## src/rtl/joy_serial_snac.sv

```systemverilog
// Serial joystick reader for a chain of 74HC165-style shift registers.
// Each frame it loads the chain, shifts NUM_PLAYERS*BITS_PER_PLAYER bits and latches decoded pad words.
module joy_serial_snac #(
    parameter int NUM_PLAYERS     = 2,
    parameter int BITS_PER_PLAYER = 12,
    parameter int CLK_DIV         = 24,
    parameter int POLL_PERIOD     = 48000
) (
    input  logic                        clk_sys,
    input  logic                        reset,
    input  logic                        enable,
    input  logic [NUM_PLAYERS-1:0]      player_en,
    input  logic                        JOY_DATA,
    output logic                        JOY_CLK,
    output logic                        JOY_LOAD,
    output logic [16*NUM_PLAYERS-1:0]   joystick,
    output logic [NUM_PLAYERS-1:0]      connected,
    output logic                        frame_strobe
);

    localparam int TOTAL       = NUM_PLAYERS * BITS_PER_PLAYER;
    localparam int LOAD_CYCLES = 2 * CLK_DIV;
    localparam int CNT_MAX     = (POLL_PERIOD > LOAD_CYCLES) ? POLL_PERIOD : LOAD_CYCLES;
    localparam int CNT_W       = $clog2(CNT_MAX + 1);
    localparam int K_W         = (TOTAL > 1) ? $clog2(TOTAL) : 1;

    typedef enum logic [2:0] {
        IDLE,
        LOAD,
        SHIFT_LO,
        SHIFT_HI,
        LATCH
    } state_t;

    state_t                         r_state;
    logic [CNT_W-1:0]               r_cnt;
    logic [K_W-1:0]                 r_k;
    logic [TOTAL-1:0]               r_raw;
    logic                           r_sync1;
    logic                           r_sync2;
    logic                           r_clk;
    logic                           r_load;
    logic                           r_strobe;
    logic [16*NUM_PLAYERS-1:0]      r_joystick;
    logic [NUM_PLAYERS-1:0]         r_connected;

    logic [NUM_PLAYERS-1:0]         w_det;
    logic [16*NUM_PLAYERS-1:0]      w_joy_next;

    // A floating or absent pad reads all-low, so any high bit means a pad is present.
    generate
        for (genvar gi = 0; gi < NUM_PLAYERS; gi++) begin : g_player
            assign w_det[gi] = |r_raw[gi*BITS_PER_PLAYER +: BITS_PER_PLAYER];
            for (genvar gb = 0; gb < 16; gb++) begin : g_bit
                if (gb < BITS_PER_PLAYER) begin : g_used
                    assign w_joy_next[16*gi+gb] = ~r_raw[gi*BITS_PER_PLAYER+gb] & w_det[gi] & player_en[gi];
                end else begin : g_unused
                    assign w_joy_next[16*gi+gb] = 1'b0;
                end
            end
        end
    endgenerate

    always_ff @(posedge clk_sys) begin
        r_sync1  <= JOY_DATA;
        r_sync2  <= r_sync1;
        r_strobe <= 1'b0;
        if (reset || !enable) begin
            r_state     <= IDLE;
            r_cnt       <= '0;
            r_k         <= '0;
            r_load      <= 1'b1;
            r_clk       <= 1'b0;
            r_joystick  <= '0;
            r_connected <= '0;
            if (reset) begin
                r_raw   <= '0;
                r_sync1 <= 1'b0;
                r_sync2 <= 1'b0;
            end
        end else begin
            case (r_state)
                IDLE: begin
                    r_load <= 1'b1;
                    r_clk  <= 1'b0;
                    if (r_cnt == CNT_W'(POLL_PERIOD - 1)) begin
                        r_state <= LOAD;
                        r_cnt   <= '0;
                        r_load  <= 1'b0;
                    end else begin
                        r_cnt <= r_cnt + CNT_W'(1);
                    end
                end
                LOAD: begin
                    if (r_cnt == CNT_W'(LOAD_CYCLES - 1)) begin
                        r_state <= SHIFT_LO;
                        r_cnt   <= '0;
                        r_k     <= '0;
                        r_load  <= 1'b1;
                    end else begin
                        r_cnt <= r_cnt + CNT_W'(1);
                    end
                end
                SHIFT_LO: begin
                    // Sample at the end of the low phase so the synchroniser lag stays inside it.
                    if (r_cnt == CNT_W'(CLK_DIV - 1)) begin
                        r_raw[r_k] <= r_sync2;
                        r_state    <= SHIFT_HI;
                        r_cnt      <= '0;
                        r_clk      <= 1'b1;
                    end else begin
                        r_cnt <= r_cnt + CNT_W'(1);
                    end
                end
                SHIFT_HI: begin
                    if (r_cnt == CNT_W'(CLK_DIV - 1)) begin
                        r_cnt <= '0;
                        r_clk <= 1'b0;
                        if (r_k < K_W'(TOTAL - 1)) begin
                            r_k     <= r_k + K_W'(1);
                            r_state <= SHIFT_LO;
                        end else begin
                            r_state  <= LATCH;
                            r_strobe <= 1'b1;
                        end
                    end else begin
                        r_cnt <= r_cnt + CNT_W'(1);
                    end
                end
                LATCH: begin
                    r_joystick  <= w_joy_next;
                    r_connected <= w_det;
                    r_state     <= IDLE;
                    r_cnt       <= '0;
                end
                default: begin
                    r_state <= IDLE;
                    r_cnt   <= '0;
                end
            endcase
        end
    end

    assign JOY_CLK      = r_clk;
    assign JOY_LOAD     = r_load;
    assign joystick     = r_joystick;
    assign connected    = r_connected;
    assign frame_strobe = r_strobe;

endmodule

```

## config.mk

```make
export PLATFORM = sky130hd
export DESIGN_NAME = joy_serial_snac
export DESIGN_NICKNAME = d
export VERILOG_FILES = /design/src/rtl/joy_serial_snac.sv
export SDC_FILE = /design/constraint.sdc
export NUM_CORES = 1
export LEC_CHECK = 0
export BUFFER_PORTS_ARGS = -buffer_cell sky130_fd_sc_hd__buf_2
export CORE_MARGIN = 3
export CORE_UTILIZATION = 30
export DETAILED_ROUTE_END_ITERATION = 8
export PLACE_DENSITY = 0.57
export SKIP_LAST_GASP = 1
export SLEW_MARGIN = 30
export SYNTH_ARGS = -nofsm -noshare
export SYNTH_HDL_FRONTEND = slang
export SYNTH_SLANG_ARGS = --single-unit
```

## constraint.sdc

```tcl
create_clock -name clk_sys -period 2.1 [get_ports clk_sys]
set_input_delay 0.63 -clock clk_sys [delete_from_list [all_inputs] [get_ports clk_sys]]
set_output_delay 0.63 -clock clk_sys [all_outputs]
set_load 0.05 [all_outputs]
```

==> reports/metrics.cfg <==
[cts]
cts.hold.buffers_added = 0
cts_resized = 0
cts-root-buf = clkbuf_16
cts_tree = yes
clock_sinks = 79
post_cts_buffers = 0
clock_path_buffers = 2
clk_pin_slew_ns = 0.06
numCtsBuffers = 9
cts-htree-levels = 3
insertion_delay_ns = 0.33

[sta]
clock_skew_ns = 0.00847
post-route-min-period_ns = 2.00
finalCritPeriodShare = 0.952
fin_tns_setup_ns = 0
worstMarginPinSlew_ns = 0.624
hold_viol = 0
report.final.slew_viol_count = 0
clock.fmax_ghz = 0.500
layout_setup_ws_ns = 0.100
setup_violations = 0
slew_headroom = 0.580
rsz0062_at_grt = no

[yosys]
ys_seq_area_frac = 0.491
yosysWarnings = 0
synth_top_area_frac = 0.297
syn_inst = 406
ys.flop_type = dfxtp_1
async_flop_share = 0
syn_area_mm2 = 0.00371
ys_ff_latch = 79
synth_edf_count = 24
synth_top_cell_by_area = dfxtp_1
synthTopCellsByArea = dfxtp_1 (30%), edfxtp_1 (19%), a2bb2oi_1 (5.7%)
synth_common_cells = dfxtp_1 (55), nand2_1 (52), nor2_1 (49)
synth.most_common_cell = dfxtp_1
syn_avg_cell_area_um2 = 9.13
ys_types = 45

[floorplan]
die_w_um = 117
io_pins = 43
core_area_mm2 = 0.0118
start_util = 0.315
die_h_um = 117
dieArea_mm2 = 0.0137
core.rowCount = 39

[global_routing]
grt_overflow_total = 0
grt_pass1_vias = 2793
antenna_found_initial = 0
grt_pass1_wl_um = 13300
grt_use_total = 0.122
grt_max_degree = 54

[worst_setup_path]
reg2reg_depth = 7
critPathRequiredTime_ns = 2.14
cp_data_arrival_time_ns = 2.04
setup.worst_path.class = reg -> reg
critPathMaxFanout = 24
crit_path_end_kind = flip-flop
crit_path_start_kind = flip-flop

[routing]
ant_nets = 0
drtPass1Iterations = 4
wl_per_cell_um = 12.9
first_iter_violations = 136
dr_total_vias = 2951
drc = 0
vias_per_cell = 4.80
drt-total-wl_um = 7920

[run]
drv_cap = 0

[pwr]
ir_drop_mv = 0.360
p_leak_nw = 1.66
p_per_area_mw_per_mm2 = 755

[worst_hold_path]
hp-class = reg -> reg
worst_hold_path.num_cells = 1

[cells_and_area]
fin_nets = 457
drive_above_1_share = 0.191
syn_to_final_growth_pct = 20.0
antenna_cells = 0

[status]
status = completed

[place]
io_buffers = 34
post-dp-hpwl_um = 5620
dp_slack_ns = 0.114
gp_congestion = 0.791

==> placed cells by master, fill, tap and decap left out, drive strengths merged, types with 2 or more instances in the layout <==
master / Yosys / final
a21oi: 26 / 26
nor3: 12 / 12
o21ai: 4 / 4
ha: 5 / 5
clkinvlp: 0 / 2
mux2i: 5 / 5
and4b: 2 / 2
clkbuf: 19 / 12
nand4: 4 / 4
buf: 13 / 54
a2bb2oi: 24 / 24
a31oi: 2 / 2
inv: 6 / 6
nor3b: 4 / 4
nor4bb: 2 / 2
dfxtp: 55 / 55
nand3: 40 / 40
xnor2: 8 / 8
nor2: 59 / 59
nor2b: 6 / 6
nand2: 52 / 52
and3: 4 / 4
nor4: 9 / 9
conb: 1 / 8
edfxtp: 24 / 24
xor2: 9 / 9
==> worst max-delay path, stage by stage (launching register included) <==
cell,delay (ns)
dfxtp_1,0.37
ha_1,0.24
and4bb_1,0.23
and4b_1,0.28
nand2_1,0.09
nor2_1,0.11
a31o_2,0.19
buf_12,0.18
==> path summary, 6_finish.rpt <==
path / from / endpoint / slack [ns]
worst max-delay path: r_cnt[0] / r_raw[7] / 0.10
worst min-delay path: r_sync1 / r_sync2 / 0.44
worst max register to register: r_cnt[0] / r_raw[7] / 0.10
worst min register to register: r_sync1 / r_sync2 / 0.44
==> cells by family (layout without fill, tap and decap cells) <==
group / Yosys count / count (layout) / share of synthesized area
xor gates and xnor gates: 17 / 17 / 0.0402
adders and majority gates: 5 / 5 / 0.0169
DFF: 79 / 79 / 0.491
muxes: 6 / 6 / 0.0165
other: 1 / 8 / 0.00101
and+or+nand+nor: 197 / 197 / 0.261
AOI/OAI and AO/OA: 63 / 63 / 0.124
buffers and inverters: 38 / 76 / 0.0493
==> per-layer routing <==
layer	GRT usage	vias up	share of wire
li1	-	1495	-
met1	0.156	1400	0.48
met2	0.200	46	0.47
met3	0.0401	10	0.040
met4	0.0321	0	0.012
met5	0	-	0
==> per-stage QoR <==
| stage | area (um^2) | hold WS, ns | power [mW] | utilization | std cells |
|---|---|---|---|---|---|
| 6_report | 4450 | 0.441 | 3.36 | 0.378 | 615 |
| 5_1_grt | 4450 | 0.467 | 3.49 | 0.378 | 615 |
| 4_1_cts | 4450 | 0.449 | 3.41 | 0.378 | 615 |
| 3_5_place_dp | 4140 | 0.435 | 1.79 | 0.352 | 599 |
| 3_3_place_gp | 4140 | 0.425 | 1.79 | 0.352 | 599 |
| 2_1_floorplan | 3730 | 0.414 | 1.76 | - | 413 |
==> sequential cells by signal (all words and copies together) (netlist names) <==
signal	cells
connected	2
r_sync2	1
joystick	24
JOY_LOAD	1
r_state	3
r_cnt	16
r_raw	24
JOY_CLK	1
r_sync1	1
r_k	5
frame_strobe	1
==> layout make-up <==
class | count | area, um^2
fillers | 1168 | 7310
multi-input cells | 296 | 1730
clock inverters | 4 | 53.8
clock buffers | 12 | 258
flip-flops and latches | 79 | 1820
repair buffers | 54 | 358
inverters | 6 | 22.5
well taps | 164 | 205
==> power breakdown <==
| group | switching [mW] | internal [mW] |
|---|---|---|
| Combinational | 0.0903 | 0.0460 |
| Clock | 0.605 | 0.995 |
| Sequential | 0.0229 | 1.60 |
Power figures use the tool's default switching activity.
